<file path="config.mk">
export PLATFORM = sky130hd
export DESIGN_NAME = tile_seq_ctrl
export DESIGN_NICKNAME = d
export VERILOG_FILES = /design/src/rtl/tile_seq_ctrl.sv
export SDC_FILE = /design/constraint.sdc
export NUM_CORES = 1
export LEC_CHECK = 0
export ABC_AREA = 1
export BUFFER_PORTS_ARGS = -buffer_cell sky130_fd_sc_hd__buf_2
export CORE_ASPECT_RATIO = 0.9
export CORE_UTILIZATION = 25
export DETAILED_ROUTE_END_ITERATION = 16
export PLACE_DENSITY = 0.56
export SLEW_MARGIN = 30
export SYNTH_ARGS = -nofsm -noshare
export SYNTH_HDL_FRONTEND = slang
export SYNTH_SLANG_ARGS = --single-unit
</file>
<file path="constraint.sdc">
create_clock -name clk -period 1.8 [get_ports clk]
set_input_delay 0.45 -clock clk [delete_from_list [all_inputs] [get_ports clk]]
set_output_delay 0.45 -clock clk [all_outputs]
set_load 0.05 [all_outputs]
</file>
<file path="src/rtl/tile_seq_ctrl.sv">
// rtl/tile_seq_ctrl.sv - job sequencer for one systolic tile: operand feed, flush, capture, result handshake
module tile_seq_ctrl #(
  parameter int AK_BW     = 20,
  parameter int COLS      = 5,
  parameter int ROWS      = 5,
  parameter int K_W       = 8,
  parameter int FLUSH_CYC = ROWS + COLS - 1
) (
  input  logic                  clk,
  input  logic                  rst_n,
  input  logic                  i_start,
  input  logic [2:0]            i_layer,
  input  logic [K_W-1:0]        i_k_len,
  input  logic                  i_abort,
  output logic                  o_busy,
  output logic                  o_rd_req,
  input  logic                  i_rd_vld,
  output logic                  o_zero_in,
  output logic                  o_en_tf,
  output logic [1:0]            o_cal_state,
  output logic [2:0]            o_layer_state,
  input  logic [AK_BW*COLS-1:0] i_acc_kernel,
  output logic [AK_BW*COLS-1:0] o_res,
  output logic                  o_res_vld,
  input  logic                  i_res_rdy,
  output logic                  o_done,
  output logic                  o_err
);

  localparam int FC_W = (FLUSH_CYC > 1) ? $clog2(FLUSH_CYC) : 1;
  localparam logic [FC_W-1:0] FLUSH_LAST = FC_W'(FLUSH_CYC - 1);

  localparam logic [1:0] CAL_IDLE  = 2'd0;
  localparam logic [1:0] CAL_CALC  = 2'd1;
  localparam logic [1:0] CAL_FLUSH = 2'd2;
  localparam logic [1:0] CAL_STORE = 2'd3;

  typedef enum logic [2:0] {
    S_IDLE,
    S_FEED,
    S_FLUSH,
    S_STORE,
    S_OUT
  } state_t;

  state_t                  state_q, state_d;
  logic [K_W-1:0]          feed_cnt_q, feed_cnt_d;
  logic [K_W-1:0]          k_len_q, k_len_d;
  logic [FC_W-1:0]         flush_cnt_q, flush_cnt_d;
  logic [2:0]              layer_q, layer_d;
  logic [AK_BW*COLS-1:0]   res_q, res_d;
  logic                    err_q, err_d;

  always_ff @(posedge clk or negedge rst_n) begin
    if (!rst_n) begin
      state_q     <= S_IDLE;
      feed_cnt_q  <= '0;
      k_len_q     <= '0;
      flush_cnt_q <= '0;
      layer_q     <= '0;
      res_q       <= '0;
      err_q       <= 1'b0;
    end else begin
      state_q     <= state_d;
      feed_cnt_q  <= feed_cnt_d;
      k_len_q     <= k_len_d;
      flush_cnt_q <= flush_cnt_d;
      layer_q     <= layer_d;
      res_q       <= res_d;
      err_q       <= err_d;
    end
  end

  always_comb begin
    state_d     = state_q;
    feed_cnt_d  = feed_cnt_q;
    k_len_d     = k_len_q;
    flush_cnt_d = flush_cnt_q;
    layer_d     = layer_q;
    res_d       = res_q;
    err_d       = 1'b0;
    o_rd_req    = 1'b0;
    o_zero_in   = 1'b0;
    o_en_tf     = 1'b0;
    o_cal_state = CAL_IDLE;
    o_res_vld   = 1'b0;
    o_done      = 1'b0;

    case (state_q)
      S_IDLE: begin
        if (i_start) begin
          if (i_k_len == '0) begin
            err_d = 1'b1;
          end else begin
            layer_d    = i_layer;
            k_len_d    = i_k_len;
            feed_cnt_d = '0;
            state_d    = S_FEED;
          end
        end
      end
      S_FEED: begin
        o_rd_req    = 1'b1;
        o_cal_state = CAL_CALC;
        // The tile only steps on cycles that actually carry operand data.
        o_en_tf     = i_rd_vld;
        if (i_rd_vld) begin
          if (feed_cnt_q == k_len_q - K_W'(1)) begin
            flush_cnt_d = '0;
            state_d     = S_FLUSH;
          end else begin
            feed_cnt_d = feed_cnt_q + K_W'(1);
          end
        end
      end
      S_FLUSH: begin
        o_zero_in   = 1'b1;
        o_en_tf     = 1'b1;
        o_cal_state = CAL_FLUSH;
        if (flush_cnt_q == FLUSH_LAST) begin
          state_d = S_STORE;
        end else begin
          flush_cnt_d = flush_cnt_q + FC_W'(1);
        end
      end
      S_STORE: begin
        o_en_tf     = 1'b1;
        o_cal_state = CAL_STORE;
        res_d       = i_acc_kernel;
        state_d     = S_OUT;
      end
      S_OUT: begin
        o_res_vld = 1'b1;
        if (i_res_rdy) begin
          o_done  = 1'b1;
          state_d = S_IDLE;
        end
      end
      default: state_d = S_IDLE;
    endcase

    // Abort wins over every transition, including a result handshake this cycle.
    if (i_abort && state_q != S_IDLE) begin
      state_d = S_IDLE;
      res_d   = res_q;
      o_done  = 1'b0;
    end
  end

  assign o_busy        = (state_q != S_IDLE);
  assign o_layer_state = layer_q;
  assign o_res         = res_q;
  assign o_err         = err_q;

endmodule

</file>
Yosys cells after proc, flatten, opt, wreduce, memory -nomap -nowiden

Cells that the tools add are included.

Register bits: 127
Output and inout port bits: 112
Logic and storage cells: 70

Equal/unequal tests: 18
$add $sub $neg: 3
Bitwise operators: 2
Reduce and logical (&&, ||, !) cells: 12
Muxes and demuxes: 28

Operator list:

| operator                                                               | count |
|---|---|
| 8-bit two-way mux                                                      | 4 |
| 3-bit two-way mux                                                      | 7 |
| 3-bit inequality test (second input constant)                          | 6 |
| 8-bit one-hot mux with 2 select lines                                  | 1 |
| 3-bit one-hot mux with 5 select lines                                  | 1 |
| 4-bit two-way mux                                                      | 3 |
| 2-bit inequality test (second input constant)                          | 6 |
| 1-bit two-way mux                                                      | 9 |
| 8-bit by 1-bit adder with 8-bit output (second input constant)         | 1 |
| 8-bit equality test                                                    | 1 |
| 8-bit logical NOT                                                      | 1 |
| 4-bit one-hot mux with 2 select lines                                  | 1 |
| 8-bit by 1-bit subtractor with 8-bit output (second input constant)    | 1 |
| 3-bit by 2-bit equality test with 1-bit output (second input constant) | 2 |
| 2-bit one-hot mux with 3 select lines                                  | 1 |
| 6-bit AND reduction                                                    | 1 |
| 5-bit AND reduction                                                    | 1 |
| 4-bit by 1-bit adder with 4-bit output (second input constant)         | 1 |
| 4-bit equality test (second input constant)                            | 1 |
| 4-bit AND reduction                                                    | 1 |
| 2-bit nonzero test                                                     | 2 |
| 3-bit by 1-bit equality test with 1-bit output (second input constant) | 1 |
| 3-bit equality test (second input constant)                            | 1 |
| 3-bit logical NOT                                                      | 1 |
| 7 further kinds                                                        | 8 |

Longest topological paths before layout

Gate-level depths: netlist (run 1).

Word-level depth: 6
Depth in mapped cells: 16
Depth with buffers taken out: 16

Least setup slack after synthesis (run 1)

Ideal clock, no wire load.

Path kind: register to output
Start point: reg state_q[2]
End point: out o_en_tf
Slack: -581 ps
Arrival time: 1931 ps
Cell stages (with the launch flop): 6
Path buffers: 0
Cells stage by stage: dfrtp_1 nor2_2 nand2_1 inv_2 nand2_1 nand3_1

Cells in the longest elaborated chain, start to end: 3

RTL lines:

| element                                        | RTL line | RTL |
|---|---|---|
| from (decl)                                    | 46       | `state_t state_q, state_d;` |
| from (signal assigned)                         | 64       | `state_q <= state_d;` |
| 3-bit by 2-bit equality test with 1-bit output | 89       | `case (state_q)` |
| 2-bit OR reduction (no source line)            | n/a      |  |
| 1-bit one-hot mux with 2 select lines *        | 89       |  |
| to (decl)                                      | 19       | `output logic o_en_tf,` |

Every way passes the cells marked *; elsewhere a longest branch is shown, timed or not.

Final worst setup path (run 1)

Start point: reg state_q[0]
End point: out o_en_tf

The elaborated chain is that of the path after synthesis.

==> results.txt, run 1 <==
The area share of and/or/nand/nor cells after synthesis came out at 0.109. The final critical-path required period works out to 1.89 ns. Across the run, the number of max-cap violations was 0.

The port buffer count works out to 228. The number of filler instances in the final layout came out at 2096. The flop and latch count out of synthesis is 127. After synthesis, the largest family of logic cells by area is multiplexers. The class of the tightest hold or removal check was in2reg. Final global-route overflow total: 0. For the maximum buffer depth of the clock tree, the log shows 2. The number of vias in the routed layout is 4202, and the count of cell types in the netlist is 30.

The initial detailed-routing violation count was 168; the level count of the clock H-tree was 4. In the layout the commonest cells are sky130_fd_sc_hd__buf_2 (219), sky130_fd_sc_hd__dfrtp_1 (124), sky130_fd_sc_hd__mux2_2 (79). The origin of the critical flop-to-flop path was k_len_q[1].

The count of unresolved DRC violations after routing was 0. At the worst endpoint, the arrival time is 1.44 ns. The clock net in this run drives a total of 127 sinks.

The multi-input gate area in the final layout was 0.00220 mm^2. Using the TritonRoute via totals, the vias-per-cell ratio works out to 4.16. For the worst setup path, the data required time is 1.35 ns.

The die covers 0.0222 mm^2. The overall routing resource usage is 0.128, and the share of cell area taken by muxes after synthesis is 0.215. Routability-driven placement finished with a final weighted congestion of 0.791.

The worst setup path is captured at an output pin. For the number of hold-slack violations in the final timing report, the log shows 0. For the cell area after placement, the log shows 0.00702 mm^2. The run finished, with violations left. The cell count after synthesis is 452. The first detailed-routing pass ran for 4 iterations.

The post-synthesis compound-gate area fraction is 0.0202, and the post-detailed-routing wire length is 13800 um. The run gives 0.589 as the sequential element share of the synthesized area. The horizontal die dimension was 157 um; the remaining number of nets flagged by the antenna check after routing was 0. Based on the critical path, the design can be clocked at up to 0.530 GHz. STA classifies the critical path startpoint as a flip-flop. The worst slew slack as a fraction of its limit is 0.758. Number of nets produced by synthesis: 573. The adder and majority gate portion of the synthesized area was 0.00928. Once layout is complete, the cells apart from fillers number 1010. The number of antenna diodes in the final layout is 0. Share of Yosys cell area claimed by the top area cell type: 0.589. After clock tree synthesis, the clock-pin slew on the worst setup and hold paths is 0.07 ns. The final HPWL from detailed placement was 9950 um; the setup clock skew after layout was 0.0153 ns. For the final worst-path setup slack, the log shows -0.0856 ns.

TritonCTS built the clock tree. The tools report the library cell used as clock root buffer as sky130_fd_sc_hd__clkbuf_16. Setup repair after global routing could not meet its margin everywhere. The pin slew with the least headroom to its limit was 0.363 ns. After synthesis, the cell types taking the most area are sky130_fd_sc_hd__dfrtp_1 (59%), sky130_fd_sc_hd__mux2_2 (17%), sky130_fd_sc_hd__nand2_1 (5.3%), sky130_fd_sc_hd__mux2_1 (4.8%), sky130_fd_sc_hd__inv_1 (2.1%). The tools report the wire length of the first global-routing pass as 21800 um. Hold timing on the final database bottoms out at a slack of 0.234 ns. In this run, CTS created clock tree buffers numbering 17. The summed area of non-filler cells in the final layout came out at 0.00795 mm^2. Averaged over all synthesized cells, the footprint is 11.9 um^2. The number of setup violations in the final report came out at 7. The pin count of the biggest net entering global routing came out at 56.

In this run the most critical hold path is launched from i_acc_kernel[42]. Most frequent standard cell in the layout excluding fill and tap cells: sky130_fd_sc_hd__buf_2. The number of global-route vias before repair is 4343. sky130_fd_sc_hd__dfrtp_1 takes more of the synthesized area than any other cell.

During I/O placement, the number of pins put on the boundary was 229. Type of the worst setup path: reg2out. Power per unit of standard cell area: 2230 mW/mm^2. The tools report the max-slew violation count as 0.

The logs give 0 for the number of antenna violations at the first check in global routing and 0 for the number of synthesis warnings. The analysis attributes to cell leakage a power of 4.04 nW. Height of the die: 141 um.

The placement row count is 50, and the storage element area is 0.00318 mm^2. For the final standard cell utilization of the core, the log shows 0.379. The tools report the beginning of the critical path as state_q[0].

Summing every instance area after synthesis gives 0.00539 mm^2. Along the worst path, the maximum fanout reaches 3. The effective utilization at floorplan was 0.257; the insertion delay to the later sink of the worst-skew pair was 0.42 ns. The total power came out at 17.7 mW. Including well taps, the total number of placed cells is 965. The layout overhead on the synthesized area was 47.4%. The checks that failed: negative setup slack. In the final design database the tool counted 833 nets. For the maximum vdd drop, the log shows 1.59 mV.

The portion of the clock cycle consumed by the worst path in the final layout works out to 1.05. The region available for standard cell placement spans 0.0210 mm^2. The share of final-layout standard cells stronger than drive strength 1 is 0.575. The fraction of synthesized cell area in xor and xnor cells works out to 0.0179.

In the final routed layout, each cell accounts on average for 13.7 um.
==> logic make-up after synthesis <==
group	Yosys count
mux	103
flops	127
simple gates	135
fa+ha+maj	4
compound gates	21
xor+xnor	11
buf+inv	51
==> flip-flops by register name, indices dropped and copies added, names as in the netlist <==
name	cells
flush_cnt_q	4
o_layer_state	3
o_err	1
feed_cnt_q	8
state_q	3
k_len_q	8
o_res	100
==> stage by stage <==
| stage | worst slack, ns | TNS (ns) |
|---|---|---|
| 2_1_floorplan | 0.0226 | 0 |
| 3_3_place_gp | 0.0304 | 0 |
| 3_5_place_dp | -0.00285 | -0.00285 |
| 4_1_cts | -0.112 | -0.499 |
| 5_1_grt | -0.161 | -1.79 |
| 6_report | -0.0856 | -0.389 |
==> final cells by class <==
type / count / area share
clock buffer: 17 / 0.0535
clock inverter: 14 / 0.0184
inverter: 36 / 0.0189
multi-input combinational: 275 / 0.277
sequential: 127 / 0.400
tap: 286 / 0.0450
timing repair buffer: 255 / 0.187
==> layer usage <==
metal | track usage | up-vias | wire, um
li1 | - | 2023 | -
met1 | 0.155 | 2012 | 5990
met2 | 0.201 | 155 | 6560
met3 | 0.0547 | 12 | 1090
met4 | 0.0464 | 0 | 163
met5 | 0 | - | 0
==> synth_stat cells <==
library cell / n
sky130_fd_sc_hd__a21oi_1: 1
sky130_fd_sc_hd__and3_1: 1
sky130_fd_sc_hd__buf_2: 11
sky130_fd_sc_hd__buf_6: 1
sky130_fd_sc_hd__clkbuf_1: 3
sky130_fd_sc_hd__clkinv_1: 1
sky130_fd_sc_hd__dfrtp_1: 127
sky130_fd_sc_hd__ha_1: 4
sky130_fd_sc_hd__inv_1: 30
sky130_fd_sc_hd__inv_2: 5
sky130_fd_sc_hd__mux2_1: 23
sky130_fd_sc_hd__mux2_2: 80
sky130_fd_sc_hd__nand2_1: 76
sky130_fd_sc_hd__nand2_2: 2
sky130_fd_sc_hd__nand2_4: 1
sky130_fd_sc_hd__nand3_1: 16
sky130_fd_sc_hd__nand3_2: 1
sky130_fd_sc_hd__nand3b_1: 3
sky130_fd_sc_hd__nand4_1: 5
sky130_fd_sc_hd__nor2_1: 23
sky130_fd_sc_hd__nor2_2: 3
sky130_fd_sc_hd__nor3_1: 2
sky130_fd_sc_hd__o21ai_0: 14
sky130_fd_sc_hd__o21ai_1: 4
sky130_fd_sc_hd__o22ai_1: 1
sky130_fd_sc_hd__o31ai_1: 1
sky130_fd_sc_hd__or2_1: 1
sky130_fd_sc_hd__or2_2: 1
sky130_fd_sc_hd__xnor2_1: 4
sky130_fd_sc_hd__xor2_1: 7
==> where the power goes <==
part	switching (mW)	internal, mW
logic	6.64	2.78
registers	0.737	4.17
clock network	1.44	1.94
==> worst max-delay path, stage by stage (launching register included) <==
cell,delay (ns)
sky130_fd_sc_hd__dfrtp_2,0.41
sky130_fd_sc_hd__inv_2,0.07
sky130_fd_sc_hd__nor2_4,0.15
sky130_fd_sc_hd__nand2_4,0.08
sky130_fd_sc_hd__clkinv_4,0.06
sky130_fd_sc_hd__nand2_4,0.04
sky130_fd_sc_hd__nand3_4,0.07
sky130_fd_sc_hd__buf_8,0.15
==> worst paths after layout <==
check	slack, ns	cells after the start	end
worst max-delay path	-0.09	7	o_en_tf
worst max register to register	0	16	feed_cnt_q[5]
worst min register to register	0.49	1	o_res[16]
worst min-delay path	0.23	2	o_res[42]
max in group asynchronous	0.78	3	o_res[77]
min in group asynchronous	0.51	2	flush_cnt_q[2]
==> timing repair <==
item	in CTS	in global routing
buffers inserted	7	5
endpoints found under the hold margin	27	0
endpoints found under the setup margin	12	22
hold buffers	1	0
resized for setup	28	51
gates cloned	1	0
pin swaps	2	16
(Power assumes the default switching activity.)
==> run 2, diff against run 1 <==
- ABC_AREA: 1 -> unset
- CORE_UTILIZATION: 25 -> 43
- PLACE_DENSITY: 0.56 -> 0.83
==> run 2 against run 1 <==
Effect of this change: the flow still finishes with violations (negative setup slack); utilization grew 31 points; global-route usage rose by 12 points; cell count is 14% lower; synthesized area is 1.1% lower; clock skew is 0.0070 ns lower; largest cell class unchanged; largest power group is now clock.
==> results.txt, run 2 <==
The floorplan step set the die height to 108 um. The final layout contains routed wiring with a total length of 16300 um. The maximum buffer depth of the clock tree is 2, and the worst hold slack after final layout is 0.0439 ns. 229 I/O pins were placed.

The number of nets in the synthesized netlist is 527. In the layout the commonest cells are sky130_fd_sc_hd__buf_2 (219), sky130_fd_sc_hd__dfrtp_1 (124), sky130_fd_sc_hd__mux2_4 (80). Origin of the critical flop-to-flop path: k_len_q[5]. Number of antenna violations at the first check in global routing: 1. For this run, design rule violations remaining after detail routing come to 0. The effective utilization at floorplan is 0.442. The register with the most flip-flops in the layout has 100 of them. The tools report the static power due to leakage as 4.51 nW.

The most used flip-flop cell after synthesis is sky130_fd_sc_hd__dfrtp_1. The fraction of registers with async set/reset was 1.00. For the worst setup path, the data required time is 2.15 ns. The average instance in the mapped netlist occupies 13.1 um^2. The overall routing resource usage is 0.245, and the maximum fanout encountered on the critical timing path is 6. For the pin with the worst max-slew slack, the measured transition is 0.455 ns. Dividing total power by cell area gives a power density of 1110 mW/mm^2. Class of the tightest hold or removal check: in2async. The tool flagged a number of max-cap violations equal to 0.

The maximum vdd drop is 0.841 mV. The portion of the clock cycle consumed by the worst path in the final layout came out at 1.24. Setup repair after global routing could not meet its margin everywhere.

For the final database, setup skew stands at 0.00833 ns. The share of Yosys cell area claimed by the top area cell type works out to 0.596. The critical path goes through or3_4 -> or3_4 -> a2111oi_4 -> o211ai_2 -> buf_6 -> a311o_1 -> nand2_1.

After synthesis the cells add up to 0.00534 mm^2. Clock tree synthesis found a total of 127 sinks. The run gives 406 as the cell count after synthesis.

The final global-route overflow total came out at 0. The run finished, with violations left. The average wire per cell in the routed design is 18.8 um, and the net total in the final layout is 815. Type of element launching the critical path: a flip-flop.

The insertion delay to the later sink of the worst-skew pair was 0.41 ns. Clock tree synthesis selected as its root buffer the cell sky130_fd_sc_hd__clkbuf_16. The register clock-pin slew on the reported worst setup and hold paths works out to 0.06 ns. TritonCTS built the clock tree.

In this run the worst setup path begins at k_len_q[5]. The final worst-path setup slack is -0.434 ns. The diode insertion count for antenna repair was 0. The number of different library cells used by synthesis comes to 45. The timing-limited maximum frequency came out at 0.448 GHz. The die covers 0.0129 mm^2. The number of global-route vias before repair is 4547. The vias per cell was 5.12; the wire length of the first global-routing pass was 23700 um. The critical path is of the reg2reg type.

In this run the core area contains 38 standard-cell rows. For the pin count of the biggest net entering global routing, the log shows 67. STA classifies the critical path endpoint as a flip-flop. The number of buffers and inverters on the critical path came out at 1. The flop and latch count out of synthesis came out at 127.

The highest-delay cell along the critical path is sky130_fd_sc_hd__or3_4. Yosys printed 0 warnings. After synthesis, the most frequently instantiated cells are sky130_fd_sc_hd__dfrtp_1 (127), sky130_fd_sc_hd__mux2_2 (100), sky130_fd_sc_hd__nand2_1 (44), sky130_fd_sc_hd__inv_1 (16), sky130_fd_sc_hd__clkbuf_1 (13). The cell accounting for the most synthesized area was sky130_fd_sc_hd__dfrtp_1. Level count of the clock H-tree: 4.

Setup violations remaining at the end of the flow were counted as 21. The max-slew violation count was 0; the worst slew slack as a fraction of its limit was 0.693. Yosys mapped a number of flops with a built-in enable equal to 0. On the worst path, the slowest cell contributes a delay of 0.38 ns.

Ranked by total cell area, the synthesized netlist is headed by sky130_fd_sc_hd__dfrtp_1 (60%), sky130_fd_sc_hd__mux2_2 (21%), sky130_fd_sc_hd__nand2_1 (3.1%), sky130_fd_sc_hd__inv_1 (1.1%), sky130_fd_sc_hd__xor2_1 (0.98%). The count of buffers added on input and output ports is 228. The checks that failed: negative setup slack. Clock tree synthesis inserted a total of 17 buffers. The horizontal die dimension is 119 um. For this run, the detailed router's first-pass iteration total came to 5. The number of vias in the routed layout is 4438, and the initial detailed-routing violation count is 256. The floorplan step defined a core boundary enclosing 0.0121 mm^2. The count of nets left with antenna violations once routing finished came out at 0.

The most frequent cell on the critical path was sky130_fd_sc_hd__or3_4. Compared with the post-synthesis result, the final layout area differs by 55.9%. The run gives 0.689 as the final standard cell utilization of the core.

After clock tree synthesis, the flow added hold-fix buffers numbering 0. The number of hold-slack violations in the final timing report came out at 0. The cell family contributing the most delay on the critical path is simple AND/OR/NAND/NOR gates.

The sequential element share of the synthesized area was 0.596. The most frequent standard cell in the layout excluding fill and tap cells is sky130_fd_sc_hd__buf_2. Counting I/O delays and the setup requirement, the final critical path takes 2.23 ns. The congestion estimate from routability-driven global placement came to 0.813. The share of final-layout standard cells stronger than drive strength 1 came out at 0.639. The cell with the most instances after synthesis is sky130_fd_sc_hd__dfrtp_1. The data arrival time of the critical path was 2.58 ns; the final HPWL from detailed placement was 10800 um.
run 2: through the flow:
step,total power [mW],cells,worst slack (ns),instance area [um^2],TNS (ns)
6_report,9.25,867,-0.434,8320,-6.36
5_1_grt,9.59,867,-0.512,8320,-9.96
4_1_cts,9.18,863,-0.408,8180,-5.50
3_5_place_dp,5.29,821,-0.460,7330,-6.08
3_3_place_gp,5.19,821,-0.373,7330,-4.43
2_1_floorplan,4.56,406,-0.377,5850,-7.81
run 2: cell families after synthesis:
kind of cell / count (synthesis) / share of synthesized area
adders and majority gates: 4 / 0.00938
and+or+nand+nor: 95 / 0.0865
xor gates and xnor gates: 9 / 0.0148
DFF: 127 / 0.596
AOI/OAI and AO/OA: 33 / 0.0488
buffers and inverters: 34 / 0.0263
muxes: 104 / 0.219
run 2: cell type report:
class,instances,area (um^2)
fillers,817,3760
flip-flops and latches,127,3180
multi-input cells,245,2430
repair buffers,287,1790
clock buffers,21,470
well taps,160,200
clock inverters,11,180
inverters,16,66.3
run 2: path summary, 6_finish.rpt:
check / slack, ns / end / depth (start not counted)
min in group clk: 0.21 / state_q[2] / 2
min: 0.04 / o_res[55] / 2
max in group asynchronous: 1.43 / state_q[1] / 2
max: -0.43 / feed_cnt_q[3] / 7
max reg2reg: -0.43 / feed_cnt_q[3] / 7
min reg2reg: 0.48 / o_layer_state[0] / 2
run 2: timing repair:
action | in CTS | in global routing
gates resized for setup | 36 | 24
pin swaps | 4 | 1
setup buffers | 10 | 3
setup endpoints to repair | 108 | 24
gates cloned | 0 | 2
run 2: worst register-to-register path: cells and delay by family (launching register included):
family | cells | cell delay (ns)
AND/OR/NAND/NOR | 3 | 0.84
flip-flops | 1 | 0.37
buffers and inverters | 1 | 0.19
AO/OA/AOI/OAI | 3 | 0.78
run 2: where the power goes:
part	switching [mW]	internal, mW
Combinational	1.33	0.937
Sequential	0.161	3.09
Clock	1.29	2.44
run 2: per-layer routing:
metal  vias to the layer above  routed length, um  global-route usage
met2                       169               8810               0.442
li1                       1995                  -                   -
met4                         2                505               0.114
met5                         -                  9                   0
met3                        36                922              0.0715
met1                      2236               6090               0.264
==> run 3, diff against run 2 <==
- CORE_UTILIZATION: 43 -> 30
- PLACE_DENSITY: 0.83 -> 0.62
- clock period: 1.8 -> 2.25 ns (I/O delays scaled with it)
==> run 3 against run 2 <==
Effect of this change: the run now ends clean; first-iteration DRC count fell by 45%; non-clock buffer count shrank 33; combinational power is 33% lower; clock power fell by 25%; clock skew decreased by 0.0015 ns; clock-buffer cell count down 3.
==> results.txt, run 3 (synthesis gave the netlist of run 2 again) <==
The floorplan has 45 rows. In this run, CTS created clock tree buffers numbering 17. The number of antenna violations at the first check in global routing is 0, and the insertion delay to the later sink of the worst-skew pair is 0.41 ns. Final global-route overflow total: 0. The run gives 127 as the clock sink count.

The reported max-cap violation count was 0. Leaving out fill and tap cells, the most frequent cell in the layout is sky130_fd_sc_hd__buf_2. Number of hold-slack violations in the final timing report: 0. The number of top-level design ports was 229. The setup slack on the worst flop-to-flop path is 0.003 ns. The pin slew with the least headroom to its limit was 0.551 ns.

The post-route setup TNS came out at 0 ns. In this run the worst hold path is classified as in2async. The register clock-pin slew on the reported worst setup and hold paths works out to 0.06 ns.

The run gives 0 as the diode insertion count for antenna repair. The flip-flop count of the largest register after layout was 100; the die footprint was 0.0183 mm^2. The net count of the finished layout is 782.

Type of element launching the critical path: a flip-flop. In the routed design, unresolved DRC markers number 0. The tools report the final worst-path setup slack as 0.00321 ns. The level count of the clock H-tree was 4; the maximum fanout encountered on the critical timing path was 5. The number of global-route vias before repair is 4238. The flow ran to the end, and the final reports show no timing, DRC or antenna violations.

Input and output buffers added on the ports amount to 228. The core region is 0.0171 mm^2. In this run the vertical extent of the chip is 129 um.

The power per unit of standard cell area came out at 902 mW/mm^2. By startpoint and endpoint, the worst setup path is classified as reg2reg. Relative to the synthesized area, the layout overhead comes to 43.5%. For the setup clock skew after layout, the log shows 0.00679 ns. For this design, the slowest cell found on the critical path is sky130_fd_sc_hd__or3_4. The pre-CTS setup slack was -0.0424 ns. The library cells used most frequently in the layout, excluding fill and tap cells, are sky130_fd_sc_hd__buf_2 (224), sky130_fd_sc_hd__dfrtp_1 (126), sky130_fd_sc_hd__mux2_2 (100). No sink is reached through more buffers than the 2 on the longest clock path. Library cell used as clock root buffer: sky130_fd_sc_hd__clkbuf_16. Entering global routing, the biggest net connects 71 pins. The final HPWL from detailed placement was 9390 um; the stage delay of the slowest cell on the critical path was 0.38 ns. Using the TritonRoute via totals, the vias-per-cell ratio works out to 4.54. The first routing iteration left 142 violations.

The overall routing resource usage came out at 0.143. The critical path goes through or3_4 -> or3_4 -> a2111oi_4 -> o211ai_4 -> o21a_2 -> a31o_1. Based on the critical path, the design can be clocked at up to 0.445 GHz. The wire length of the first global-routing pass was 20400 um; the final weighted congestion of routability-driven global placement was 0.778.

The analysis attributes to cell leakage a power of 4.21 nW. The first detailed-routing pass ran for 4 iterations. The detail route stage leaves a number of antenna-violating nets equal to 0. Setup repair after global routing could not meet its margin everywhere. TritonCTS built the clock tree. IR analysis of the VDD net gives a maximum drop of 0.518 mV.

The share of final-layout standard cells stronger than drive strength 1 was 0.604; the final critical-path required period was 2.25 ns. The portion of the clock cycle consumed by the worst path in the final layout is 0.999, and the data arrival time of the critical path is 2.54 ns. The data required time at the worst endpoint came out at 2.55 ns. Setup violations remaining at the end of the flow were counted as 0. Dividing the detail-routed wire length by the instance count gives 14.1 um. In this run, placement finished with an instance count of 875. STA classifies the critical path endpoint as a flip-flop. The detailed router placed 4121 vias in this run. The count of hold-fix buffers inserted at cts was 0; the worst slew slack as a fraction of its limit was 0.628. Summed over all layers, the routed wires come to 12800 um.

The finished cells cover 0.00766 mm^2. The effective utilization at floorplan was 0.312. The count of cells in the finished layout, fillers not included, comes to 907. In this run the horizontal extent of the chip is 143 um. In this run the cell area measured after placement is 0.00697 mm^2. The max-slew violation count came out at 0. The most numerous cell type found on the critical path is sky130_fd_sc_hd__or3_4.
[run 3: cell types whose count changed in the layout (fill, tap and decap cells not counted), sizes merged]
| cell | previous run | this run |
|---|---|---|
| inv | 16 | 19 |
| clkinvlp | 2 | 4 |
| clkbuf | 22 | 19 |
| clkinv | 5 | 2 |
| buf | 286 | 253 |
| bufinv | 4 | 3 |
[run 3: final cells by class]
| type | instances | area [um^2] |
|---|---|---|
| multi-input combinational | 245 | 2100 |
| tap | 235 | 294 |
| clock buffer | 18 | 439 |
| fill | 1606 | 9460 |
| clock inverter | 12 | 160 |
| sequential | 127 | 3180 |
| inverter | 16 | 60.1 |
| timing repair buffer | 254 | 1420 |
[run 3: worst paths after layout]
kind	startpoint	end	cells past startpoint
worst max-delay path	k_len_q[3]	feed_cnt_q[2]	6
worst min-delay path	rst_n	o_err	2
worst max register to register	k_len_q[3]	feed_cnt_q[2]	6
worst min register to register	o_layer_state[2]	o_layer_state[2]	2
max in group asynchronous	rst_n	o_res[53]	2
min in group clk	i_abort	state_q[2]	2
[run 3: per-stage QoR]
stage | hold WS, ns | power [mW] | util
3_5_place_dp | 0.462 | 4.11 | 0.407
4_1_cts | 0.162 | 6.96 | 0.443
3_3_place_gp | 0.463 | 4.06 | 0.407
5_1_grt | 0.165 | 7.23 | 0.447
6_report | 0.151 | 6.91 | 0.447
2_1_floorplan | 0.267 | 3.59 | -
[run 3: timing repair]
item                                    4_1_cts  5_1_grt
pin swaps                                     3        3
buffers inserted                              0        2
gates resized for setup                       7       13
endpoints found under the setup margin       12       16
[run 3: layer usage]
metal,track usage,routed length (um)
met5,0,0
met4,0.0481,130
met2,0.234,6270
met3,0.0510,902
met1,0.175,5490
[run 3: where the power goes]
part | total [mW] | internal [mW] | switching, mW | leakage (nW)
Combinational | 1.52 | 0.557 | 0.960 | 2.20
Sequential | 2.60 | 2.47 | 0.129 | 1.73
Clock | 2.78 | 1.77 | 1.02 | 0.281
Total | 6.91 | 4.80 | 2.11 | 4.21
[run 3: critical path, delay by kind of cell (launching register included)]
kind               cells  cell delay [ns]
AOI/OAI and AO/OA      4             1.00
DFF                    1             0.37
and+or+nand+nor        2             0.76
